### config.mk
export PLATFORM = sky130hd
export DESIGN_NAME = core_uart_in
export DESIGN_NICKNAME = d
export VERILOG_FILES = /design/src/rtl/core_uart_in_pkg.sv /design/src/rtl/core_fifo.sv /design/src/rtl/core_uart_in.sv
export SDC_FILE = /design/constraint.sdc
export NUM_CORES = 1
export LEC_CHECK = 0
export CAP_MARGIN = 20
export CORE_MARGIN = 2
export CORE_UTILIZATION = 56
export CTS_CLUSTER_DIAMETER = 100
export CTS_CLUSTER_SIZE = 25
export DETAILED_ROUTE_END_ITERATION = 12
export DONT_BUFFER_PORTS = 1
export PLACE_DENSITY = 0.79
export SLEW_MARGIN = 30
export SYNTH_ARGS = -nofsm -noshare
export SYNTH_HDL_FRONTEND = slang
export SYNTH_SLANG_ARGS = --single-unit
### constraint.sdc
create_clock -name CLK -period 5.9 [get_ports CLK]
set_clock_uncertainty 0.2 [all_clocks]
set_input_delay 0.295 -clock CLK [delete_from_list [all_inputs] [get_ports CLK]]
set_output_delay 0.295 -clock CLK [all_outputs]
set_load 0.02 [all_outputs]
### src/rtl/core_uart_in_pkg.sv
// Shared receiver state encodings and default sizing for the UART input stage.
package core_uart_in_pkg;

  typedef enum logic [1:0] {
    RX_IDLE  = 2'd0,
    RX_START = 2'd1,
    RX_DATA  = 2'd2,
    RX_STOP  = 2'd3
  } rx_state_t;

  localparam int DEF_CLKS_PER_BIT = 868;
  localparam int DEF_FIFO_DEPTH   = 16;

endpackage

### src/rtl/core_fifo.sv
// Synchronous FIFO; dout shows the head entry before the pop that consumes it.
module core_fifo #(
  parameter int WIDTH = 8,
  parameter int DEPTH = 16
) (
  input  logic                       CLK,
  input  logic                       RST_N,
  input  logic                       push,
  input  logic                       pop,
  input  logic [WIDTH-1:0]           din,
  output logic [WIDTH-1:0]           dout,
  output logic                       full,
  output logic                       empty,
  output logic [$clog2(DEPTH):0]     count
);
  localparam int AW = $clog2(DEPTH);

  logic [WIDTH-1:0] mem [DEPTH];
  logic [AW-1:0]    wptr, rptr;
  logic             do_push, do_pop;

  assign empty   = (count == '0);
  assign full    = (count == (AW+1)'(DEPTH));
  assign do_pop  = pop && !empty;
  // A full FIFO still accepts when the head leaves in the same cycle.
  assign do_push = push && (!full || do_pop);
  assign dout    = mem[rptr];

  always_ff @(posedge CLK) begin
    if (do_push) mem[wptr] <= din;
  end

  always_ff @(posedge CLK or negedge RST_N) begin
    if (!RST_N) begin
      wptr  <= '0;
      rptr  <= '0;
      count <= '0;
    end else begin
      if (do_push) wptr <= wptr + 1'b1;
      if (do_pop)  rptr <= rptr + 1'b1;
      case ({do_push, do_pop})
        2'b10:   count <= count + 1'b1;
        2'b01:   count <= count - 1'b1;
        default: count <= count;
      endcase
    end
  end

endmodule

### src/rtl/core_uart_in.sv
// 8N1 UART receiver feeding a byte FIFO; delivers one byte per core read request.
module core_uart_in
  import core_uart_in_pkg::*;
#(
  parameter int CLKS_PER_BIT = DEF_CLKS_PER_BIT,
  parameter int FIFO_DEPTH   = DEF_FIFO_DEPTH
) (
  input  logic       CLK,
  input  logic       RST_N,
  input  logic       RXD,
  input  logic       RD_REQ,
  input  logic       ERR_CLR,
  output logic       INE,
  output logic [7:0] INDATA,
  output logic       BUSY,
  output logic       EMPTY,
  output logic       OVERRUN,
  output logic       FRAME_ERR
);
  localparam int CW = $clog2(CLKS_PER_BIT);
  localparam logic [CW-1:0] CNT_FULL = CW'(CLKS_PER_BIT - 1);
  localparam logic [CW-1:0] CNT_HALF = CW'(CLKS_PER_BIT / 2 - 1);

  logic            rx_s1, rxs;
  rx_state_t       state;
  logic [CW-1:0]   cnt;
  logic [2:0]      idx;
  logic [7:0]      shreg;
  logic            rx_push, frm_bad;
  logic [7:0]      rx_byte;
  logic            pending, pop;
  logic            fifo_full, fifo_empty;
  logic [7:0]      fifo_dout;
  logic [$clog2(FIFO_DEPTH):0] fifo_cnt;

  always_ff @(posedge CLK or negedge RST_N) begin
    if (!RST_N) begin
      rx_s1 <= 1'b1;
      rxs   <= 1'b1;
    end else begin
      rx_s1 <= RXD;
      rxs   <= rx_s1;
    end
  end

  always_ff @(posedge CLK or negedge RST_N) begin
    if (!RST_N) begin
      state   <= RX_IDLE;
      cnt     <= '0;
      idx     <= '0;
      shreg   <= '0;
      rx_push <= 1'b0;
      rx_byte <= '0;
      frm_bad <= 1'b0;
    end else begin
      rx_push <= 1'b0;
      frm_bad <= 1'b0;
      case (state)
        RX_IDLE: if (!rxs) begin
          state <= RX_START;
          cnt   <= '0;
        end
        RX_START: begin
          if (cnt == CNT_HALF) begin
            cnt   <= '0;
            idx   <= '0;
            // A start bit that is high again at mid-bit was only a glitch.
            state <= rxs ? RX_IDLE : RX_DATA;
          end else cnt <= cnt + 1'b1;
        end
        RX_DATA: begin
          if (cnt == CNT_FULL) begin
            cnt        <= '0;
            shreg[idx] <= rxs;
            idx        <= idx + 1'b1;
            if (idx == 3'd7) state <= RX_STOP;
          end else cnt <= cnt + 1'b1;
        end
        RX_STOP: begin
          if (cnt == CNT_FULL) begin
            cnt     <= '0;
            rx_push <= rxs;
            rx_byte <= shreg;
            frm_bad <= !rxs;
            state   <= RX_IDLE;
          end else cnt <= cnt + 1'b1;
        end
        default: state <= RX_IDLE;
      endcase
    end
  end

  assign pop = pending && !fifo_empty;

  core_fifo #(.WIDTH(8), .DEPTH(FIFO_DEPTH)) u_fifo (
    .CLK   (CLK),
    .RST_N (RST_N),
    .push  (rx_push),
    .pop   (pop),
    .din   (rx_byte),
    .dout  (fifo_dout),
    .full  (fifo_full),
    .empty (fifo_empty),
    .count (fifo_cnt)
  );

  always_ff @(posedge CLK or negedge RST_N) begin
    if (!RST_N) begin
      pending   <= 1'b0;
      INE       <= 1'b0;
      INDATA    <= '0;
      OVERRUN   <= 1'b0;
      FRAME_ERR <= 1'b0;
    end else begin
      INE <= pop;
      if (pop) begin
        INDATA  <= fifo_dout;
        pending <= 1'b0;
      end else if (RD_REQ) begin
        pending <= 1'b1;
      end
      // Setting beats clearing when both land in one cycle.
      if (rx_push && fifo_full && !pop) OVERRUN <= 1'b1;
      else if (ERR_CLR)                 OVERRUN <= 1'b0;
      if (frm_bad)      FRAME_ERR <= 1'b1;
      else if (ERR_CLR) FRAME_ERR <= 1'b0;
    end
  end

  assign BUSY  = pending;
  assign EMPTY = (fifo_cnt == '0);

endmodule

# == Word level (Yosys, flattened, before mapping) ==
# Memory sizes are Yosys's and may differ from the RTL's. A register that Yosys moved wholly into a read port is not among the register bits.
# Cells that the tools add are included.
# word_totals
register_bits,52
ram_bits,128
out_inout_bits,13
word_cells,92
memories,1
# op_classes
n_addsub,6
n_lt_le_gt_ge,2
n_eq_ne,14
n_mux,29
reduce_logical,24
# memory_table
memory,words,width,rd,rd_ports_with_merged_regs,wr,line,text
u_fifo.mem,16,8,1,1,1,core_fifo.sv:18,logic [WIDTH-1:0] mem [DEPTH];
# ops
cell,count
two-way mux 10 bit,3
one-hot mux 10 bit (3 select lines),1
two-way mux 1 bit,12
two-way mux 2 bit,6
adder 10 x 1 -> 10 bit (second input constant),1
equality test 10 bit (second input constant),1
equality test 10 x 9 -> 1 bit (second input constant),1
inequality test 2 bit (second input constant),5
one-hot mux 5 bit (2 select lines),1
nonzero test 2 bit,5
adder 4 x 1 -> 4 bit (second input constant),2
bitwise mux 8 bit,1
one-hot mux 2 bit (4 select lines),1
equality test 2 bit (second input constant),3
logical AND 1 bit,6
two-way mux 3 bit,2
one-hot mux 3 bit (2 select lines),1
adder 5 x 1 -> 5 bit (second input constant),1
equality test 5 bit (second input constant),1
logical NOT 1 bit,5
logical NOT 5 bit,1
AND reduction 5 bit,1
subtractor 5 x 1 -> 5 bit (second input constant),1
equality test 2 x 1 -> 1 bit (second input constant),2
other kinds (10),11

# == Longest topological paths before layout ==
# depth
ltp_word,8
mapped_depth,11
depth_no_buf,10

# == Modules after synthesis ==
# A second synthesis with hierarchy kept.
# hier_totals
hier_cells,487
hier_area_um2,8045.2
# by_module_without_submodules
mod,n_inst,cells_per_inst,area_per_inst_um2,seq_area_each_um2
core_fifo,1,306,5849.4,4169.0
core_uart_in,1,181,2195.9,1178.6

# == Worst setup path before layout ==
# Ideal clock, no wire load.
# synth_timing
kind,register to register
startpoint,register u_fifo.count[2]
endpoint,register u_fifo.count[4]
setup_ns,0.129
t_arrival_ns,2.869
setup_slack_ns,2.702
path_stages_with_launch,12
n_path_buf,2
period_less_slack_ns,3.198
path_cell_list,dfrtp_1 or4_4 o21a_1 clkbuf_1 ha_1 clkbuf_1 xor2_1 ha_1 o211a_1 or4_1 nand3_1 nor3b_1
# synth_via
elab_chain_len,8
# synth_lines
item,line,text
start: declaration,core_fifo.sv:14,output logic [$clog2(DEPTH):0] count
start signal: assignment,core_fifo.sv:42,2'b10: count <= count + 1'b1;
start signal: assignment,core_fifo.sv:43,2'b01: count <= count - 1'b1;
start signal: assignment,core_fifo.sv:44,default: count <= count;
logical NOT 5 bit *,core_fifo.sv:22,assign empty = (count == '0);
logical NOT 1 bit *,core_uart_in.sv:93,assign pop = pending && !fifo_empty;
logical AND 1 bit *,core_uart_in.sv:93,
via pop,core_uart_in.sv:31,"logic pending, pop;"
logical AND 1 bit *,core_fifo.sv:24,assign do_pop = pop && !empty;
logical OR 1 bit,core_fifo.sv:26,assign do_push = push && (!full || do_pop);
logical AND 1 bit,core_fifo.sv:26,
equality test 2 x 1 -> 1 bit / equality test 2 bit (equally long branches),core_fifo.sv:41,"case ({do_push, do_pop})"
one-hot mux 5 bit (2 select lines) / nonzero test 2 bit (equally long branches),n/a,
# The timed path passes the listed nets; every way through them passes the cells marked *.
# A chain may end at the register's enable or synchronous reset.

# == Worst setup path after layout ==
# layout_timing
startpoint,register u_fifo.count[2]
endpoint,register u_fifo.count[4]
# layout_via
elab_chain_len,8
# layout_lines
item,line
logical NOT 5 bit,core_fifo.sv:22
logical NOT 1 bit,"core_fifo.sv:24, core_uart_in.sv:93"
logical AND 1 bit,core_uart_in.sv:93
logical AND 1 bit,core_fifo.sv:24
logical OR 1 bit,core_fifo.sv:26
logical AND 1 bit,core_fifo.sv:26
equality test 2 x 1 -> 1 bit / equality test 2 bit (equally long branches),core_fifo.sv:41
one-hot mux 5 bit (2 select lines) / nonzero test 2 bit (equally long branches),n/a
# Several ways; a longest one is shown, not always the timed one.

==> impl_metrics.csv <==
group,metric,value,unit
run_status,outcome,"finished, final reports clean",
power_and_ir_drop,p_per_area,281,nW/um^2
setup_path,crit_fanout,22,
logic_synthesis,ys.flop_type,"edfxtp_1",
logic_synthesis,syn_avg_cell_area,16.1,um^2
final_layout,layout.nets,518,
clock_tree,clockBufferDepth,2,
clock_tree,clkLatencyLatePin,430,ps
grt,grt_max_degree,61,
die,die_h,123,um
route,drc,0,
logic_synthesis,synthesis.area,7910,um^2
route,ant_nets,0,
setup_path,crit_arrival,3640,ps
run,timing.max_cap.violations,0,
die,die_w,123,um
sta,hold_violations,0,
final_layout,instances_no_fill,693,
clock_tree,cts.sinks,188,
power_and_ir_drop,p_sw,0.461,mW
sta,min_period,3540,ps
logic_synthesis,ys_types,56,
sta,fin_crit_sh,59.9,%
power_and_ir_drop,power_frac_comb,0.5,%
final_layout,syn2layout_area_growth,9.78,%
sta,finalSetupViolations,0,
clock_tree,cts_buffers,17,
logic_synthesis,yosysMostFrequentCell,"edfxtp_1",
power_and_ir_drop,swShare,18.9,%
logic_synthesis,synthTopCellsByArea,"edfxtp_1 49%, dfrtp_1 18%, mux4_2 8.5%",
setup_path,worstSetupStartpointType,"register",
logic_synthesis,synth_edf_count,128,
setup_path,worst_r2r_path_depth,9,
die,start_util,57.2,%
logic_synthesis,synth.yosys.seq_area_share,67.6,%
sta,max_freq,283,MHz
clock_tree,cts_root_buf,"clkbuf_16",
power_and_ir_drop,power.leakage,2.76,nW
placed_design,dp_cells,656,
logic_synthesis,syn-num-nets,510,
logic_synthesis,synth-async-reset-ratio,31.9,%
placed_design,port_buffers,0,
setup_path,crit_required,6010,ps
power_and_ir_drop,clock_power_share,42.1,%
placed_design,place.detailed.hpwl,9.40,mm
logic_synthesis,yosys.area.top_type,"edfxtp_1",
die,die_area,15100,um^2
placed_design,place_congestion,0.841,
setup_path,worstSetupPathType,"register to register",
die,fp.coreArea,13800,um^2
grt,antenna_found_initial,0,
clock_tree,path_clk_slew,60,ps
route,wire_per_inst,21.4,um
route,drt_iter0_drc,337,
route,wl,14.8,mm
logic_synthesis,syn-instance-count,492,
route,viasPerCell,6.28,
route,dr.pass1.iters,5,
logic_synthesis,synth_common_cells,"128 x edfxtp_1, 58 x dfrtp_1, 30 x mux4_2, 25 x mux2_2, 23 x nand2_1",
die,ioPinCount,18,
logic_synthesis,ys.warnings.count,0,
setup_path,critPathCaptureType,"register",
sta,rsz0062_at_grt,"false",
grt,grt_pass1_vias,4400,
power_and_ir_drop,ir_worst_vdd,0.252,mV
worst_hold_path,min_path_type,"register to register",
final_layout,drive_gt1_share,18.7,%
route,vias,4352,
grt,gr-total-overflow,0,
logic_synthesis,synth-seq-cells,188,
grt,grt.total_usage,21.5,%
sta,tightestPinTransition,854,ps
final_layout,fill_cells,917,
sta,slew_headroom,42.9,%
logic_synthesis,synth_top_area_share,48.6,%
clock_tree,cts_setup_buffers,0,
clock_tree,cts_tree,"yes",
sta,tns,0,ps
die,num_rows,43,
final_layout,antenna_cells,0,
grt,grt_first_pass_wirelength,23.6,mm
power_and_ir_drop,pwr-share-seq,57.4,%
sta,maxSlewViolCount,0,
power_and_ir_drop,intPower,1.98,mW
clock_tree,htree_levels,4,
worst_hold_path,whs_path_depth,0,
## critical path, stage by stage, from the launching register on
cell     delay, ps
dfrtp_1        460
or4_4          570
o21a_1         480
ha_1           480
xor2_1         200
ha_1           240
o211a_1        230
or4_1          400
nand3_1        100
nor3b_1         50
## cell usage in the layout (no fill, tap or decap), types with 4 or more instances in the layout
cell type / count
xor2_1: 5
clkinv_1: 4
nor3_1: 5
edfxtp_1: 128
nor4_1: 8
xnor2_1: 6
nand2_1: 23
dlygate4sd3_1: 4
and3_1: 9
mux4_2: 30
nand2b_1: 7
clkbuf_16: 17
nor2_1: 14
nand3_1: 12
o211ai_1: 6
buf_4: 8
mux2_2: 25
clkbuf_1: 6
nor2b_1: 11
ha_1: 13
a211oi_1: 7
inv_1: 16
o21ai_0: 14
a21oi_1: 14
nand4_1: 5
o22ai_1: 7
dfrtp_1: 58
## registers in the layout (all words and copies together), names as in the netlist, named ones only
signal        cells
u_fifo.mem      128
cnt              10
INDATA            8
rx_byte           8
shreg             8
u_fifo.count      5
u_fifo.rptr       4
u_fifo.wptr       4
idx               3
BUSY              1
FRAME_ERR         1
INE               1
OVERRUN           1
frm_bad           1
rx_push           1
rx_s1             1
rxs               1
state             1
## cell type report
cell class	count	area [um^2]	share of cell area, %
flip-flops and latches	188	5350	61.6
multi-input cells	264	2400	27.7
clock buffers	23	448	5.16
well taps	180	225	2.59
repair buffers	13	128	1.47
clock inverters	9	72.6	0.836
inverters	16	60.1	0.692
## per-layer routing
metal / part of all wire [%] / global-route usage, % / vias to the layer above
met4: 1.7 / 6.90 / 0
met5: 0 / 0 / -
met1: 43 / 29.5 / 2256
li1: - / - / 1931
met2: 49 / 33.4 / 142
met3: 6.2 / 6.60 / 23
## through the flow
stage	power [mW]	instance area [um^2]	util [%]	hold slack, ps	setup WS, ps
5_1_grt	2.50	8680	62.8	167	2190
6_report	2.44	8680	62.8	158	2360
3_3_place_gp	1.43	8090	58.5	-199	2530
3_5_place_dp	1.43	8090	58.5	-199	2410
2_1_floorplan	1.43	7910	-	-201	2700
4_1_cts	2.45	8680	62.8	160	2390
## repair_timing
action / 4_1_cts / 5_1_grt
hold buffers: 5 / 0
hold endpoints to repair: 64 / 0
resized for setup: 0 / 0
## power groups by stage
stage | Combinational (mW) | Sequential (mW) | Clock (mW)
detailed placement | 0.000747 | 1.43 | 0
global route | 0.0151 | 1.40 | 1.09
finish | 0.0129 | 1.40 | 1.03
global placement | 0.000586 | 1.43 | 0
floorplan | 0.00121 | 1.42 | 0
CTS | 0.0138 | 1.40 | 1.04
## kinds of logic after synthesis
group,synth area share [%]
AO/OA/AOI/OAI,5.66
buffers and inverters,2.12
multiplexers,13.4
AND/OR/NAND/NOR,7.91
XOR/XNOR,1.22
adder cells (fa/ha/maj),2.06
flip-flops,67.6
## worst paths after layout
| path | slack [ps] | end | from |
|---|---|---|---|
| setup / recovery | 2360 | u_fifo.count[4] | u_fifo.count[2] |
| hold / removal | 160 | rxs | rx_s1 |
| setup reg to reg | 2360 | u_fifo.count[4] | u_fifo.count[2] |
| hold reg to reg | 160 | rxs | rx_s1 |
| max in group asynchronous | 4980 | rxs | RST_N |
| min in group asynchronous | 180 | u_fifo.rptr[1] | RST_N |
Power figures use the tool's default switching activity.
